--- src/rtl/mips_instr_encoder.sv ---
// Packs symbolic MIPS instructions into 32-bit words and streams them into
// consecutive instruction-memory addresses during a load session.
module mips_instr_encoder #(
   parameter int ADDR_W    = 6,
   parameter int BASE_ADDR = 0
) (
   input  logic              clk,
   input  logic              rst_n,
   input  logic              start,
   // Handshake: an instruction transfers on a rising edge where in_valid and
   // in_ready are both high; in_ready is a pure function of state, never of in_valid.
   input  logic              in_valid,
   output logic              in_ready,
   input  logic              in_last,
   input  logic [3:0]        op_sel,
   input  logic [4:0]        rs,
   input  logic [4:0]        rt,
   input  logic [4:0]        rd,
   input  logic [15:0]       imm,
   input  logic [25:0]       target,
   output logic              imem_we,
   output logic [ADDR_W-1:0] imem_addr,
   output logic [31:0]       imem_wdata,
   output logic              busy,
   output logic              done,
   output logic [ADDR_W:0]   instr_count,
   output logic              err_illegal,
   output logic              err_full
);

   localparam logic [ADDR_W-1:0] BASE     = ADDR_W'(BASE_ADDR);
   localparam logic [ADDR_W:0]   FULL_CNT = (ADDR_W+1)'((1 << ADDR_W) - BASE_ADDR);

   typedef enum logic [1:0] {S_IDLE, S_LOAD, S_DONE} state_t;

   state_t            state_q, state_d;
   logic [ADDR_W-1:0] addr_q, addr_d;
   logic [ADDR_W:0]   count_q, count_d;
   logic              we_q, we_d;
   logic [ADDR_W-1:0] waddr_q, waddr_d;
   logic [31:0]       wdata_q, wdata_d;
   logic              ill_q, ill_d;
   logic              full_q, full_d;

   logic              enc_legal;
   logic [31:0]       enc_word;
   logic [ADDR_W:0]   count_inc;

   always_comb begin
      enc_legal = 1'b1;
      enc_word  = '0;
      case (op_sel)
         4'd0:    enc_word = {6'b000000, rs, rt, rd, 5'b00000, 6'b100000};
         4'd1:    enc_word = {6'b000000, rs, rt, rd, 5'b00000, 6'b100010};
         4'd2:    enc_word = {6'b000000, rs, rt, rd, 5'b00000, 6'b100100};
         4'd3:    enc_word = {6'b000000, rs, rt, rd, 5'b00000, 6'b100101};
         4'd4:    enc_word = {6'b000000, rs, rt, rd, 5'b00000, 6'b101010};
         4'd5:    enc_word = {6'b001000, rs, rt, imm};
         4'd6:    enc_word = {6'b100011, rs, rt, imm};
         4'd7:    enc_word = {6'b101011, rs, rt, imm};
         4'd8:    enc_word = {6'b000100, rs, rt, imm};
         4'd9:    enc_word = {6'b000010, target};
         default: enc_legal = 1'b0;
      endcase
   end

   assign count_inc = count_q + 1'b1;

   always_comb begin
      state_d = state_q;
      addr_d  = addr_q;
      count_d = count_q;
      we_d    = 1'b0;
      waddr_d = waddr_q;
      wdata_d = wdata_q;
      ill_d   = ill_q;
      full_d  = full_q;
      case (state_q)
         S_IDLE, S_DONE: begin
            if (start) begin
               state_d = S_LOAD;
               addr_d  = BASE;
               count_d = '0;
               ill_d   = 1'b0;
               full_d  = 1'b0;
            end
         end
         S_LOAD: begin
            if (in_valid) begin
               if (enc_legal) begin
                  we_d    = 1'b1;
                  waddr_d = addr_q;
                  wdata_d = enc_word;
                  addr_d  = addr_q + 1'b1;
                  count_d = count_inc;
               end else begin
                  ill_d = 1'b1;
               end
               // in_last wins over the full condition when both land together
               if (in_last) begin
                  state_d = S_DONE;
               end else if (enc_legal && (count_inc == FULL_CNT)) begin
                  state_d = S_DONE;
                  full_d  = 1'b1;
               end
            end
         end
         default: state_d = S_IDLE;
      endcase
   end

   always_ff @(posedge clk or negedge rst_n) begin
      if (!rst_n) begin
         state_q <= S_IDLE;
         addr_q  <= BASE;
         count_q <= '0;
         we_q    <= 1'b0;
         waddr_q <= BASE;
         wdata_q <= '0;
         ill_q   <= 1'b0;
         full_q  <= 1'b0;
      end else begin
         state_q <= state_d;
         addr_q  <= addr_d;
         count_q <= count_d;
         we_q    <= we_d;
         waddr_q <= waddr_d;
         wdata_q <= wdata_d;
         ill_q   <= ill_d;
         full_q  <= full_d;
      end
   end

   assign in_ready    = (state_q == S_LOAD);
   assign busy        = (state_q == S_LOAD);
   assign done        = (state_q == S_DONE);
   assign imem_we     = we_q;
   assign imem_addr   = waddr_q;
   assign imem_wdata  = wdata_q;
   assign instr_count = count_q;
   assign err_illegal = ill_q;
   assign err_full    = full_q;

endmodule

--- config.mk ---
export PLATFORM = sky130hd
export DESIGN_NAME = mips_instr_encoder
export DESIGN_NICKNAME = d
export VERILOG_FILES = /design/src/rtl/mips_instr_encoder.sv
export SDC_FILE = /design/constraint.sdc
export NUM_CORES = 1
export LEC_CHECK = 0
export ABC_AREA = 1
export BUFFER_PORTS_ARGS = -buffer_cell sky130_fd_sc_hd__buf_4
export CORE_AREA = 2 2 82 84
export CTS_BUF_LIST = sky130_fd_sc_hd__clkbuf_8
export DETAILED_ROUTE_END_ITERATION = 8
export DIE_AREA = 0 0 84 86
export PLACE_DENSITY = 0.86
export SLEW_MARGIN = 40
export SYNTH_ARGS = -nofsm -noshare
export SYNTH_HDL_FRONTEND = slang
export SYNTH_SLANG_ARGS = --single-unit
--- constraint.sdc ---
create_clock -name clk -period 1.4 [get_ports clk]
set_input_delay 0.07 -clock clk [delete_from_list [all_inputs] [get_ports clk]]
set_output_delay 0.07 -clock clk [all_outputs]
set_load 0.005 [all_outputs]
== After elaboration in Yosys (flattened, before gate mapping) ==
Index checks and enable logic that the tools add are counted.
Storage, ports and cells
  bits of input ports: 66
  logic and storage cells: 66
  register bits after elaboration: 56
  output and inout port bits: 51
Operators by class
  reduce and logical (&&, ||, !) cells: 11
  $add $sub $neg: 2
  eq/ne operators: 19
  mux-type cells: 26
Operators by type and width (number)
  one-hot mux 32 bit (10 select lines): 1
  two-way mux 7 bit: 3
  two-way mux 6 bit: 3
  == test 4 x 3 -> 1 bit (second input constant): 4
  one-hot mux 7 bit (2 select lines): 1
  one-hot mux 6 bit (2 select lines): 1
  two-way mux 1 bit: 10
  OR reduction 10 bit: 1
  == test 4 x 2 -> 1 bit (second input constant): 2
  == test 4 bit (second input constant): 2
  two-way mux 2 bit: 4
  inequality test 2 bit (second input constant): 4
  AND reduction 4 bit: 2
  adder 7 x 1 -> 7 bit (second input constant): 1
  == test 7 bit (second input constant): 1
  adder 6 x 1 -> 6 bit (second input constant): 1
  AND reduction 3 bit: 2
  AND reduction 5 bit: 1
  == test 4 x 1 -> 1 bit (second input constant): 1
  logical NOT 4 bit: 1
  inequality test 2 x 1 -> 1 bit (second input constant): 2
  one-hot mux 1 bit (2 select lines): 2
  one-hot mux 2 bit (2 select lines): 1
  inequality test 3 x 2 -> 1 bit (second input constant): 1
  other kinds (6): 6

== Logic depth before layout (Yosys ltp) ==
Gate-level depths: netlist of the first run.
  depth after elaboration: 8
  mapped depth: 12
  gate-level depth less buffers: 12

== Least setup slack after synthesis of the first run ==
Ideal clock, no wire load.
  path kind: reg-to-reg
  start: register count_q[0] (netlist: instr_count[0])
  end: register state_q[1]
  library setup time: 0.117 ns
  arrival: 1.349 ns
  data required time: 1.283 ns
  stages on the path, launching flop included: 11
  path buffers: 0
  period minus slack after synthesis: 1.466 ns
  slack: -0.066 ns
  cell sequence: dfrtp_1 > ha_1 > nand3_1 > o21ai_0 > nand2_1 > nor2_1 > nand2_1 > nand2_1 > nand2_1 > nand2_1 > nand2_1
Between the ends
  cells in the longest elaborated chain, start to end: 5
Ends and longest elaborated chain
  start: declaration: line 38  | logic [ADDR_W:0] count_q, count_d;
  start signal: assignment: line 125  | count_q <= count_d;
  adder 7 x 1 -> 7 bit: line 67  | assign count_inc = count_q + 1'b1;
  == test 7 bit: line 102  | end else if (enc_legal && (count_inc == FULL_CNT)) begin
  logical AND 1 bit: line 102
  inequality test 3 x 2 -> 1 bit (no line)
  AND reduction 3 bit (no line)
  end signal: assignment: line 123  | state_q <= state_d;
  end: declaration: line 36  | state_t state_q, state_d;
No other way between the ends.
A chain may end at the register's enable or synchronous reset.

== Final worst setup path of the first run ==
Ends and elaborated chain as after synthesis.

==> summary by stage, run 1 <==
Outcome
The run finished, with violations left. The final reports fail on setup timing.

Synthesis
When the netlist entered floorplanning its net count stood at 397. Counting flops with an async set or reset pin after synthesis yields a share of 100%. Synthesis inferred 54 register bits. The synthesized netlist occupies a cell area of 2750 um^2. After technology mapping, the gate count stands at 328. After synthesis, the cell types taking the most area are sky130_fd_sc_hd__dfrtp_1 (49%), sky130_fd_sc_hd__nand2_1 (10%), sky130_fd_sc_hd__a21oi_1 (5.1%). The average size of a mapped cell is 8.40 um^2. The number of unique standard cell types used by synthesis is 34. Summed over all instances, the cell type with the most area after synthesis is sky130_fd_sc_hd__dfrtp_1. Of the synthesized area, sequential elements account for 49.1%.

The number of synthesis warnings is 0. After synthesis, the largest area contributor takes up 49.1% of total cell area. For this run, the leading register cell type out of synthesis is sky130_fd_sc_hd__dfrtp_1.

Counting flops with a built-in enable in the synthesized netlist gives 0.

Finish
At the end of the flow, the number of nets in the layout was 541. The library cells used most frequently in the layout, excluding fill and tap cells, are sky130_fd_sc_hd__buf_4 (134), sky130_fd_sc_hd__nand2_1 (57), sky130_fd_sc_hd__dfrtp_1 (53). Relative to the synthesized area, the layout overhead comes to 60.6%. The area of all placed cells without fillers is 4420 um^2.

The most common library cell in the layout ignoring fill and taps is sky130_fd_sc_hd__buf_4. Of the cells placed in the final design, the portion with a size suffix greater than 1 is 50.4%. The repair_antennas step left the layout with diodes totalling 0. The non-filler instance count after layout is 549.

Timing
Setup total negative slack on the finished layout was measured at -2.26 ns. The least setup slack across all paths after layout is -0.184 ns. Clock skew on the completed layout was measured at 0.0153 ns. For the pin with the worst max-slew slack, the measured transition is 0.664 ns. Setup repair after global routing could not meet its margin everywhere. The worst slew margin relative to its limit is 55.7%. The count of endpoints failing hold in the final timing report is 0.

The number of max-slew violations in the final report is 0. Setup violations remaining at the end of the flow were counted as 33. Static timing analysis puts the maximum clock frequency at 0.631 GHz. The worst hold margin is 0.0287 ns. The worst path uses 113% of the clock period. The worst path in the final design needs a cycle of 1.58 ns, including I/O delays and setup.

Placement
The wire-length estimate of the detail-placed layout is 5.70 mm. The number of placed cells counting well taps is 521. Once placement finished, the instance area stood at 3770 um^2. In this run the tool buffered the top-level ports with 115 buffer cells.

The routability-driven placement congestion ratio is 0.927.

Pwr
The total leakage power is 2.11 nW. The design draws 0.00708 W. The ratio of total power to cell area is 1600 nW/um^2. The worst IR drop on VDD is 0.850 mV.

Global route
For this run the aggregate overflow at the end of global routing stands at 0. In the global route stage, overall resource usage came out at 21.9%. The first global-routing pass estimated 12.7 mm of wire. The initial antenna violation count came to 0. Entering global routing, the biggest net connects 55 pins. The via count of the first global-routing pass was 2690.

Clock tree
The level count of the clock H-tree is 2. The library cell used as clock root buffer is sky130_fd_sc_hd__clkbuf_8. Counting the buffers created by CTS gives 5. The maximum number of buffers from clock root to sink is 2. The CTS tree is done.

The clock insertion delay at the later pin of the skew report is 0.31 ns. The clock slew seen by the registers of the worst setup and hold paths is 0.11 ns. The number of sinks handled by clock tree synthesis is 54.

Detailed routing
After detailed routing, the average wire length per cell comes to 16.0 um. The detailed router finished its first iteration with 157 violations. The remaining design rule violation count is 0. The number of routed nets with antenna violations is 0. Summed over all layers, the routed wires come to 8.79 mm. The pre-antenna-repair detailed-routing pass consisted of 4 iterations. The routed via count is 2896. Dividing the detail-routed via count by the number of cells gives 5.28.

Min path
The min-delay analysis places its worst path in the category in -> reg.

Floorplanning
Once the floorplan was initialized, standard cells occupied 43.9% of the core. The vertical extent of the die is 86 um. The core area is 6280 um^2. The die is 84 um wide.

The floorplan step defined a die boundary enclosing 7220 um^2. 117 I/O pins were placed. The number of cell rows is 29.

Critical path
For the worst setup path, the data arrival time is 1.80 ns. The critical path is of the reg -> reg type. STA classifies the critical path startpoint as a register. In this run the worst path has a maximum fanout of 4. The type of destination of the critical path is a register. The required time of the critical path is 1.62 ns.

Flow run
Across the run, the number of max-cap violations was 0.
[cell usage after synthesis, drive strengths merged (6+ instances only)]
library cell / number
o21ai: 23
dfrtp: 54
buf: 16
a22oi: 6
a21oi: 28
nand2: 78
inv: 28
nor2: 39
nand3: 25
a31oi: 6
[logic make-up after synthesis]
logic type | share of synthesized area [%]
compound gates | 14.9
simple gates | 24.9
flops | 49.1
buf+inv | 8.59
xor+xnor | 0.954
other cells | 0.136
fa+ha+maj | 1.36
[power breakdown]
| part | internal (W) | switching [W] | total, W |
|---|---|---|---|
| combinational | 0.00201 | 0.00171 | 0.00371 |
| sequential | 0.00211 | 0.000403 | 0.00252 |
| clock | 0.000338 | 0.000508 | 0.000846 |
| total | 0.00446 | 0.00262 | 0.00708 |
[metrics by stage]
step                      utilization [%]  worst slack, ns
after detailed placement             60.1           -0.113
final                                70.4           -0.184
after floorplan                         -          -0.0223
after global routing                 70.4           -0.303
after global placement               60.1         -0.00287
after CTS                            65.3          -0.0845
[final cells by class]
| class | count | area (um^2) |
|---|---|---|
| clock buffers | 5 | 68.8 |
| flip-flops and latches | 54 | 1350 |
| multi-input cells | 229 | 1420 |
| fillers | 463 | 1860 |
| well taps | 77 | 96.3 |
| clock inverters | 2 | 10.0 |
| repair buffers | 154 | 1350 |
| inverters | 28 | 119 |
[per-layer routing]
| metal | track usage [%] | part of all wire [%] | up-vias |
|---|---|---|---|
| met1 | 26.7 | 39 | 1376 |
| met2 | 37.7 | 51 | 133 |
| met5 | 0 | 0 | - |
| met3 | 4.91 | 7.6 | 20 |
| met4 | 8.80 | 2.7 | 0 |
| li1 | - | - | 1367 |
[critical path, stage by stage (launching register included)]
cell,delay [ns]
sky130_fd_sc_hd__dfrtp_1,0.44
sky130_fd_sc_hd__ha_4,0.20
sky130_fd_sc_hd__nand3_2,0.09
sky130_fd_sc_hd__nand2_1,0.06
sky130_fd_sc_hd__nand2_1,0.11
sky130_fd_sc_hd__nand2_1,0.10
sky130_fd_sc_hd__nor2_2,0.16
sky130_fd_sc_hd__nand2_1,0.09
sky130_fd_sc_hd__nand2_2,0.10
sky130_fd_sc_hd__nand2_2,0.07
sky130_fd_sc_hd__nand2_2,0.05
sky130_fd_sc_hd__nand2_1,0.04
[state kept, by name, indices dropped and copies added (netlist names)]
name / cells
imem_wdata: 30
instr_count: 7
addr_q: 6
imem_addr: 6
state_q: 2
err_full: 1
err_illegal: 1
imem_we: 1
[timing repair]
item	CTS	global route
pin swaps	15	20
endpoints found under the setup margin	11	41
setup buffers	11	4
resized for setup	32	62
hold buffers	1	0
cloned	1	5
hold endpoints to repair	54	0
[final timing paths]
| kind | from | to | slack (ns) | cells past startpoint |
|---|---|---|---|---|
| max | instr_count[0]$_DFFE_PN0P_ | state_q[1]$_DFFE_PN0P_ | -0.18 | 11 |
| min | imm[1] | imem_wdata[1]$_DFFE_PN0P_ | 0.03 | 3 |
| max reg2reg | instr_count[0]$_DFFE_PN0P_ | state_q[1]$_DFFE_PN0P_ | -0.18 | 11 |
| min reg2reg | imem_addr[4]$_DFFE_PN0P_ | imem_addr[4]$_DFFE_PN0P_ | 0.49 | 2 |
| max in group asynchronous | rst_n | instr_count[2]$_DFFE_PN0P_ | 0.59 | 2 |
| min in group asynchronous | rst_n | err_full$_DFFE_PN0P_ | 0.32 | 2 |
(Power assumes the default switching activity.)
==> run 2, diff against run 1 <==
- SKIP_LAST_GASP: default -> 1
==> summary by stage, run 2 (synthesis results as in run 1) <==
Pwr
The worst IR drop on VDD is 0.836 mV (was 0.850 mV). The switching power is 0.00271 W (was 0.00262 W). The total leakage power is 2.17 nW (was 2.11 nW). The logic gate share of total power is 54.0% (was 52.5%). The sequential share of power is 34.6% (was 35.6%). The cell-internal power was 0.00460 W (was 0.00446 W).

The fraction of power consumed by the clock network is 11.4% (was 12.0%). The ratio of total power to cell area was 1610 nW/um^2 (was 1600 nW/um^2). The net switching share of the total power is 37.1% (was 37.0%). The total power is 0.00731 W (was 0.00708 W).

Placement
The detailed-placement wirelength estimate was 5.70 mm (unchanged). The port buffer count is 115 (unchanged). The number of placed cells counting well taps is 521 (unchanged). The pre-CTS worst setup slack is -0.113 ns (unchanged). The routability-driven placement congestion ratio is 0.927 (unchanged).

Clock tree
The library cell used as clock root buffer is sky130_fd_sc_hd__clkbuf_8 (unchanged). The maximum number of buffers from clock root to sink was 2 (unchanged). The clock slew seen by the registers of the worst setup and hold paths is 0.09 ns (was 0.11 ns). The number of buffers created by CTS came to 5 (unchanged). The level count of the clock H-tree is 2 (unchanged).

The clock insertion delay at the later pin of the skew report is 0.31 ns (about the same). The number of sinks handled by clock tree synthesis came to 54 (unchanged). The CTS tree is done (unchanged).

Floorplanning
The number of cell rows is 29 (unchanged). The core area is 6280 um^2 (unchanged). The width of the die came to 84 um (unchanged). The number of I/O pins is 117 (unchanged). The overall die area was 7220 um^2 (unchanged). The initial core utilization is 43.9% (unchanged). The vertical extent of the die is 86 um (unchanged).

Flow run
The count of max-cap constraint violations is 0 (unchanged).

Finish
The layout overhead on the synthesized area came to 64.8% (was 60.6%). The non-filler instance count after layout is 554 (was 549). The final core utilization is 72.3% (was 70.4%). The final-stage net count is 546 (was 541).

The ratio of cells with drive above 1 in the final layout is 50.3% (was 50.4%). Most frequent cells in the layout: sky130_fd_sc_hd__buf_4 (135), sky130_fd_sc_hd__nand2_1 (56), sky130_fd_sc_hd__dfrtp_1 (53) (was sky130_fd_sc_hd__buf_4 (134), sky130_fd_sc_hd__nand2_1 (57), sky130_fd_sc_hd__dfrtp_1 (53)). The final antenna diode count came to 0 (unchanged). The most common library cell in the layout ignoring fill and taps is sky130_fd_sc_hd__buf_4 (unchanged). The flip-flop count of the largest register, all copies and words added is 30 (unchanged).

Timing
The setup violation total in the final timing report is 50 (was 33). Unrepaired setup endpoints after global routing: true (unchanged). The clock skew was 0.00762 ns (was 0.0153 ns). The share of the cycle needed by the critical path after routing is 116% (was 113%). The top achievable clock speed is 0.618 GHz (was 0.631 GHz). The number of max-slew violations in the final report is 0 (unchanged).

The actual transition at the worst max-transition pin came to 0.679 ns (was 0.664 ns). The post-layout minimum cycle time was 1.62 ns (was 1.58 ns). The worst slew margin relative to its limit is 54.7% (was 55.7%). The least setup slack across all paths after layout is -0.219 ns (was -0.184 ns). The count of endpoints failing hold in the final timing report is 0 (unchanged).

Global route
The wire length of the first global-routing pass came to 12.8 mm (was 12.7 mm). The maximum number of pins on one net before global-route repair is 55 (unchanged). The initial antenna violation count is 0 (unchanged). The global-route congestion overflow total is 0 (unchanged).

The via count of the first global-routing pass came to 2692 (was 2690). The global router's overall resource usage is 22.0% (was 21.9%).

Critical path
The worst-case reg-to-reg path depth is 8 (was 11). Worst path cell trace: inv_2 > nor2_4 > nand3_4 > buf_12 > buf_12 > buf_16 > a21oi_2 > a21oi_1 (was ha_4 > nand3_2 > nand2_1 > nand2_1 > nand2_1 > nor2_2 > nand2_1 > nand2_2 > nand2_2 > nand2_2 > nand2_1). The required time of the critical path is 1.59 ns (was 1.62 ns). The sort of element at the start of the critical path is a register (unchanged).

The peak per-stage delay on the critical path was 0.40 ns (was 0.44 ns). The critical path arrival is 1.81 ns (was 1.80 ns). The setup slack on the worst flop-to-flop path is -0.22 ns (was -0.18 ns). The most numerous cell on the critical path is sky130_fd_sc_hd__buf_12 (was sky130_fd_sc_hd__nand2_1). The critical path class is reg -> reg (unchanged).

The critical-path cell with the highest stage delay is sky130_fd_sc_hd__dfrtp_1 (unchanged). The worst-path maximum fanout is 7 (was 4). The type of destination of the critical path is a register (unchanged).

Detailed routing
The iteration count of the initial detailed-routing pass is 4 (unchanged). The routed via count is 2948 (was 2896). The final routed wirelength across all metal layers is 9.24 mm (was 8.79 mm). The number of routed nets with antenna violations was 0 (unchanged). The detailed-route wire length per cell came to 16.7 um (was 16.0 um). The iteration-0 DRC count of the detailed router is 229 (was 157). The number of vias per cell after detailed routing is 5.32 (was 5.28). The remaining design rule violation count is 0 (unchanged).

Outcome
Run status: finished with violations (unchanged). Violations in the final reports: setup timing (unchanged).

Min path
The hold-critical path depth is 3 (unchanged). The path type of the worst min-delay path is in -> reg (unchanged).
## run 2: routing by layer
layer	share of wire (%)	global-route usage, %	wire (um)	vias to the layer above
li1	-	-	-	1379
met1	40	26.9	3740	1418
met2	50	38.2	4630	131
met3	6.8	4.81	626	20
met4	2.7	8.80	247	0
met5	0	0	0	-
## run 2: cell type report
class | instances | area [um^2]
fill | 443 | 1740
multi-input combinational | 229 | 1430
timing repair buffer | 159 | 1460
clock buffer | 5 | 68.8
inverter | 28 | 124
tap | 77 | 96.3
clock inverter | 2 | 10.0
sequential | 54 | 1350
## run 2: final timing paths
kind | start | endpoint
worst max-delay path | state_q[0]$_DFFE_PN0P_ | imem_wdata[23]$_DFFE_PN0P_
worst min-delay path | imm[1] | imem_wdata[1]$_DFFE_PN0P_
worst max register to register | state_q[0]$_DFFE_PN0P_ | imem_wdata[23]$_DFFE_PN0P_
worst min register to register | imem_addr[4]$_DFFE_PN0P_ | imem_addr[4]$_DFFE_PN0P_
max in group asynchronous | rst_n | instr_count[2]$_DFFE_PN0P_
min in group asynchronous | rst_n | err_illegal$_DFFE_PN0P_
## run 2: per-stage QoR
stage / hold WS [ns] / TNS, ns / area, um^2
floorplan: -0.226 / -0.0223 / 2760
global placement: 0.151 / -0.00287 / 3770
detailed placement: 0.162 / -0.408 / 3770
CTS: 0.0251 / -0.303 / 4070
global route: 0.0337 / -7.30 / 4540
finish: 0.0265 / -4.19 / 4540
## run 2: repair_timing
action | CTS | global route
hold endpoints to repair | 54 | 0
buffers inserted | 11 | 7
resized for setup | 23 | 71
gates cloned | 1 | 7
pin swaps | 14 | 22
hold buffers | 1 | 0
endpoints found under the setup margin | 11 | 41
## run 2: critical path: cells and delay by family (launching register included)
family,cells,cell delay [ns]
flip-flops,1,0.40
AO/OA/AOI/OAI,2,0.19
buffers and inverters,4,0.52
AND/OR/NAND/NOR,2,0.40
## run 2: power by group through the flow
stage               Combinational, W  Sequential [W]  Clock (W)
floorplan                    0.00125         0.00251          0
global placement             0.00274         0.00246          0
detailed placement           0.00283         0.00248          0
CTS                          0.00313         0.00247   0.000853
global route                 0.00424         0.00258   0.000905
finish                       0.00395         0.00253   0.000833
==> run 3, diff against run 2 <==
- BUFFER_PORTS_ARGS: -buffer_cell sky130_fd_sc_hd__buf_4 -> -buffer_cell sky130_fd_sc_hd__buf_2
==> summary by stage, run 3 (synthesis results as in run 1) <==
Outcome
Run status: finished with violations (unchanged). Violations in the final reports: setup timing (unchanged).

Timing
The least setup slack across all paths after layout is -0.142 ns (was -0.219 ns). The top achievable clock speed came to 0.649 GHz (was 0.618 GHz). The share of the cycle needed by the critical path after routing was 110% (was 116%). The count of endpoints failing hold in the final timing report is 0 (unchanged). The setup violation total in the final timing report came to 11 (was 50). The number of max-slew violations in the final report came to 0 (unchanged). The post-layout minimum cycle time came to 1.54 ns (was 1.62 ns). Unrepaired setup endpoints after global routing: true (unchanged). The clock skew is 0.00453 ns (was 0.00762 ns).

Detailed routing
The remaining design rule violation count was 0 (unchanged). The iteration count of the initial detailed-routing pass came to 5 (was 4). The final routed wirelength across all metal layers is 8.42 mm (was 9.24 mm). The detailed-route wire length per cell was 15.4 um (was 16.7 um). The iteration-0 DRC count of the detailed router was 115 (was 229).

The number of routed nets with antenna violations was 0 (unchanged). The routed via count was 2880 (was 2948). The number of vias per cell after detailed routing was 5.26 (was 5.32).

Floorplanning
The number of I/O pins is 117 (unchanged). The width of the die is 84 um (unchanged). The overall die area was 7220 um^2 (unchanged). The initial core utilization is 43.9% (unchanged). The core area is 6280 um^2 (unchanged). The number of cell rows is 29 (unchanged). The vertical extent of the die was 86 um (unchanged).

Min path
The endpoint with the worst hold slack is imem_wdata[21]$_DFFE_PN0P_ (was imem_wdata[1]$_DFFE_PN0P_). The hold-critical path depth is 3 (unchanged). The path type of the worst min-delay path is in -> reg (unchanged). The start point of the worst hold path was rs[0] (was imm[1]).

Clock tree
The library cell used as clock root buffer is sky130_fd_sc_hd__clkbuf_8 (unchanged). The number of buffers created by CTS is 5 (unchanged). The level count of the clock H-tree was 2 (unchanged). The CTS tree is done (unchanged). The clock slew seen by the registers of the worst setup and hold paths is 0.10 ns (was 0.09 ns). The number of sinks handled by clock tree synthesis is 54 (unchanged).

The clock insertion delay at the later pin of the skew report is 0.30 ns (was 0.31 ns). The maximum number of buffers from clock root to sink is 2 (unchanged).

Critical path
The critical path class is reg -> reg (unchanged). The critical path arrival came to 1.74 ns (was 1.81 ns). The type of destination of the critical path is a register (unchanged).

The setup slack on the worst flop-to-flop path came to -0.14 ns (was -0.22 ns). The capture instance of the worst register-to-register path is state_q[1]$_DFFE_PN0P_ (was imem_wdata[23]$_DFFE_PN0P_). The worst-case reg-to-reg path depth is 11 (was 8). The required time of the critical path is 1.60 ns (was 1.59 ns). The sort of element at the start of the critical path is a register (unchanged). The worst-path maximum fanout was 4 (was 7). The critical register-to-register path startpoint is instr_count[1]$_DFFE_PN0P_ (was state_q[0]$_DFFE_PN0P_).

Finish
The most common library cell in the layout ignoring fill and taps is sky130_fd_sc_hd__buf_2 (was sky130_fd_sc_hd__buf_4). The footprint of the flip-flops and latches came to 1350 um^2 (about the same). Most frequent cells in the layout: sky130_fd_sc_hd__buf_2 (114), sky130_fd_sc_hd__nand2_1 (66), sky130_fd_sc_hd__dfrtp_1 (54) (was sky130_fd_sc_hd__buf_4 (135), sky130_fd_sc_hd__nand2_1 (56), sky130_fd_sc_hd__dfrtp_1 (53)). The final antenna diode count is 0 (unchanged). The final core utilization is 63.9% (was 72.3%). The number of filler cells placed in the layout is 522 (was 443). The flip-flop count of the largest register, all copies and words added is 30 (unchanged). The final-stage net count is 539 (was 546). The layout overhead on the synthesized area was 45.7% (was 64.8%).

The ratio of cells with drive above 1 in the final layout is 46.5% (was 50.3%). The footprint of the multi-input gates is 1350 um^2 (was 1430 um^2).

Global route
The global-route congestion overflow total is 0 (unchanged). The maximum number of pins on one net before global-route repair is 23 (was 55). The wire length of the first global-routing pass came to 12.8 mm (about the same). The global router's overall resource usage is 22.2% (was 22.0%).

The via count of the first global-routing pass came to 2794 (was 2692). The initial antenna violation count was 0 (unchanged).

Placement
The routability-driven placement congestion ratio is 0.928 (was 0.927). The port buffer count is 115 (unchanged). The detailed-placement wirelength estimate is 5.80 mm (was 5.70 mm).

Pwr
The ratio of total power to cell area is 1680 nW/um^2 (was 1610 nW/um^2). The total leakage power is 2.01 nW (was 2.17 nW). The worst IR drop on VDD is 0.818 mV (was 0.836 mV). The total power is 0.00676 W (was 0.00731 W).

Flow run
The count of max-cap constraint violations is 0 (unchanged).
## run 3: cell count changes in the layout (fill, tap and decap cells not counted), moves of 3 or more
cell / before / now
sky130_fd_sc_hd__clkbuf_16: 6 / 0
sky130_fd_sc_hd__buf_12: 9 / 3
sky130_fd_sc_hd__buf_6: 7 / 11
sky130_fd_sc_hd__buf_2: 0 / 114
sky130_fd_sc_hd__nand2_2: 16 / 8
sky130_fd_sc_hd__nor2_1: 24 / 27
sky130_fd_sc_hd__nand2_1: 56 / 66
sky130_fd_sc_hd__buf_4: 135 / 21
sky130_fd_sc_hd__a21oi_1: 13 / 16
## run 3: power by group
part | internal [W] | switching [W] | total [W]
combinational | 0.00147 | 0.00160 | 0.00307
clock | 0.000716 | 0.000517 | 0.00123
sequential | 0.00211 | 0.000339 | 0.00245
total | 0.00430 | 0.00246 | 0.00676
## run 3: layout make-up
class / count / share of cell area, %
clock buffer: 5 / 1.71
clock inverter: 3 / 1.71
inverter: 28 / 2.74
multi-input combinational: 229 / 33.7
sequential: 54 / 33.7
tap: 77 / 2.40
timing repair buffer: 152 / 24.0
## run 3: timing repair
action                                  CTS  global route
endpoints found under the setup margin    9            40
cloned                                    1             0
hold buffers                              1             0
hold endpoints to repair                 14             0
pin swaps                                10            23
gates resized for setup                  14            60
setup buffers                             8             6
## run 3: critical path: stages (launching register included)
cell	delay, ns
sky130_fd_sc_hd__dfrtp_1	0.44
sky130_fd_sc_hd__ha_4	0.21
sky130_fd_sc_hd__nand2_2	0.08
sky130_fd_sc_hd__nand3_2	0.09
sky130_fd_sc_hd__nor2_4	0.11
sky130_fd_sc_hd__nand2_1	0.07
sky130_fd_sc_hd__nor2_2	0.13
sky130_fd_sc_hd__nand2_1	0.07
sky130_fd_sc_hd__nand2_2	0.09
sky130_fd_sc_hd__nand2_2	0.06
sky130_fd_sc_hd__nand2_1	0.05
sky130_fd_sc_hd__nand2_1	0.05
## run 3: how the worst max path moves through the flow
stage,cells after the start,to,startpoint
final,11,state_q[1]$_DFFE_PN0P_,instr_count[1]$_DFFE_PN0P_
after global routing,12,state_q[1]$_DFFE_PN0P_,instr_count[1]$_DFFE_PN0P_
after CTS,10,state_q[1]$_DFFE_PN0P_,instr_count[1]$_DFFE_PN0P_
after detailed placement,12,state_q[1]$_DFFE_PN0P_,instr_count[1]$_DFFE_PN0P_
after global placement,11,state_q[1]$_DFFE_PN0P_,instr_count[1]$_DFFE_PN0P_
after floorplan,12,state_q[1]$_DFFE_PN0P_,instr_count[0]$_DFFE_PN0P_
## run 3: metrics by stage
stage	hold WS [ns]	setup slack (ns)	instances	TNS, ns	cell area [um^2]
floorplan	-0.226	-0.0223	328	-0.0223	2760
global placement	0.0165	-0.000224	527	-0.000224	3520
detailed placement	0.0271	-0.104	527	-0.178	3520
CTS	0.0113	-0.0989	545	-0.585	3810
global route	0.00847	-0.216	548	-1.61	4010
finish	0.0178	-0.142	548	-0.671	4010
## run 3: per-layer routing
layer | global-route usage (%) | vias up | share of wire [%]
li1 | - | 1364 | -
met1 | 26.7 | 1372 | 38
met2 | 38.3 | 130 | 52
met3 | 6.16 | 14 | 8.1
met4 | 8.06 | 0 | 2.0
met5 | 0 | - | 0
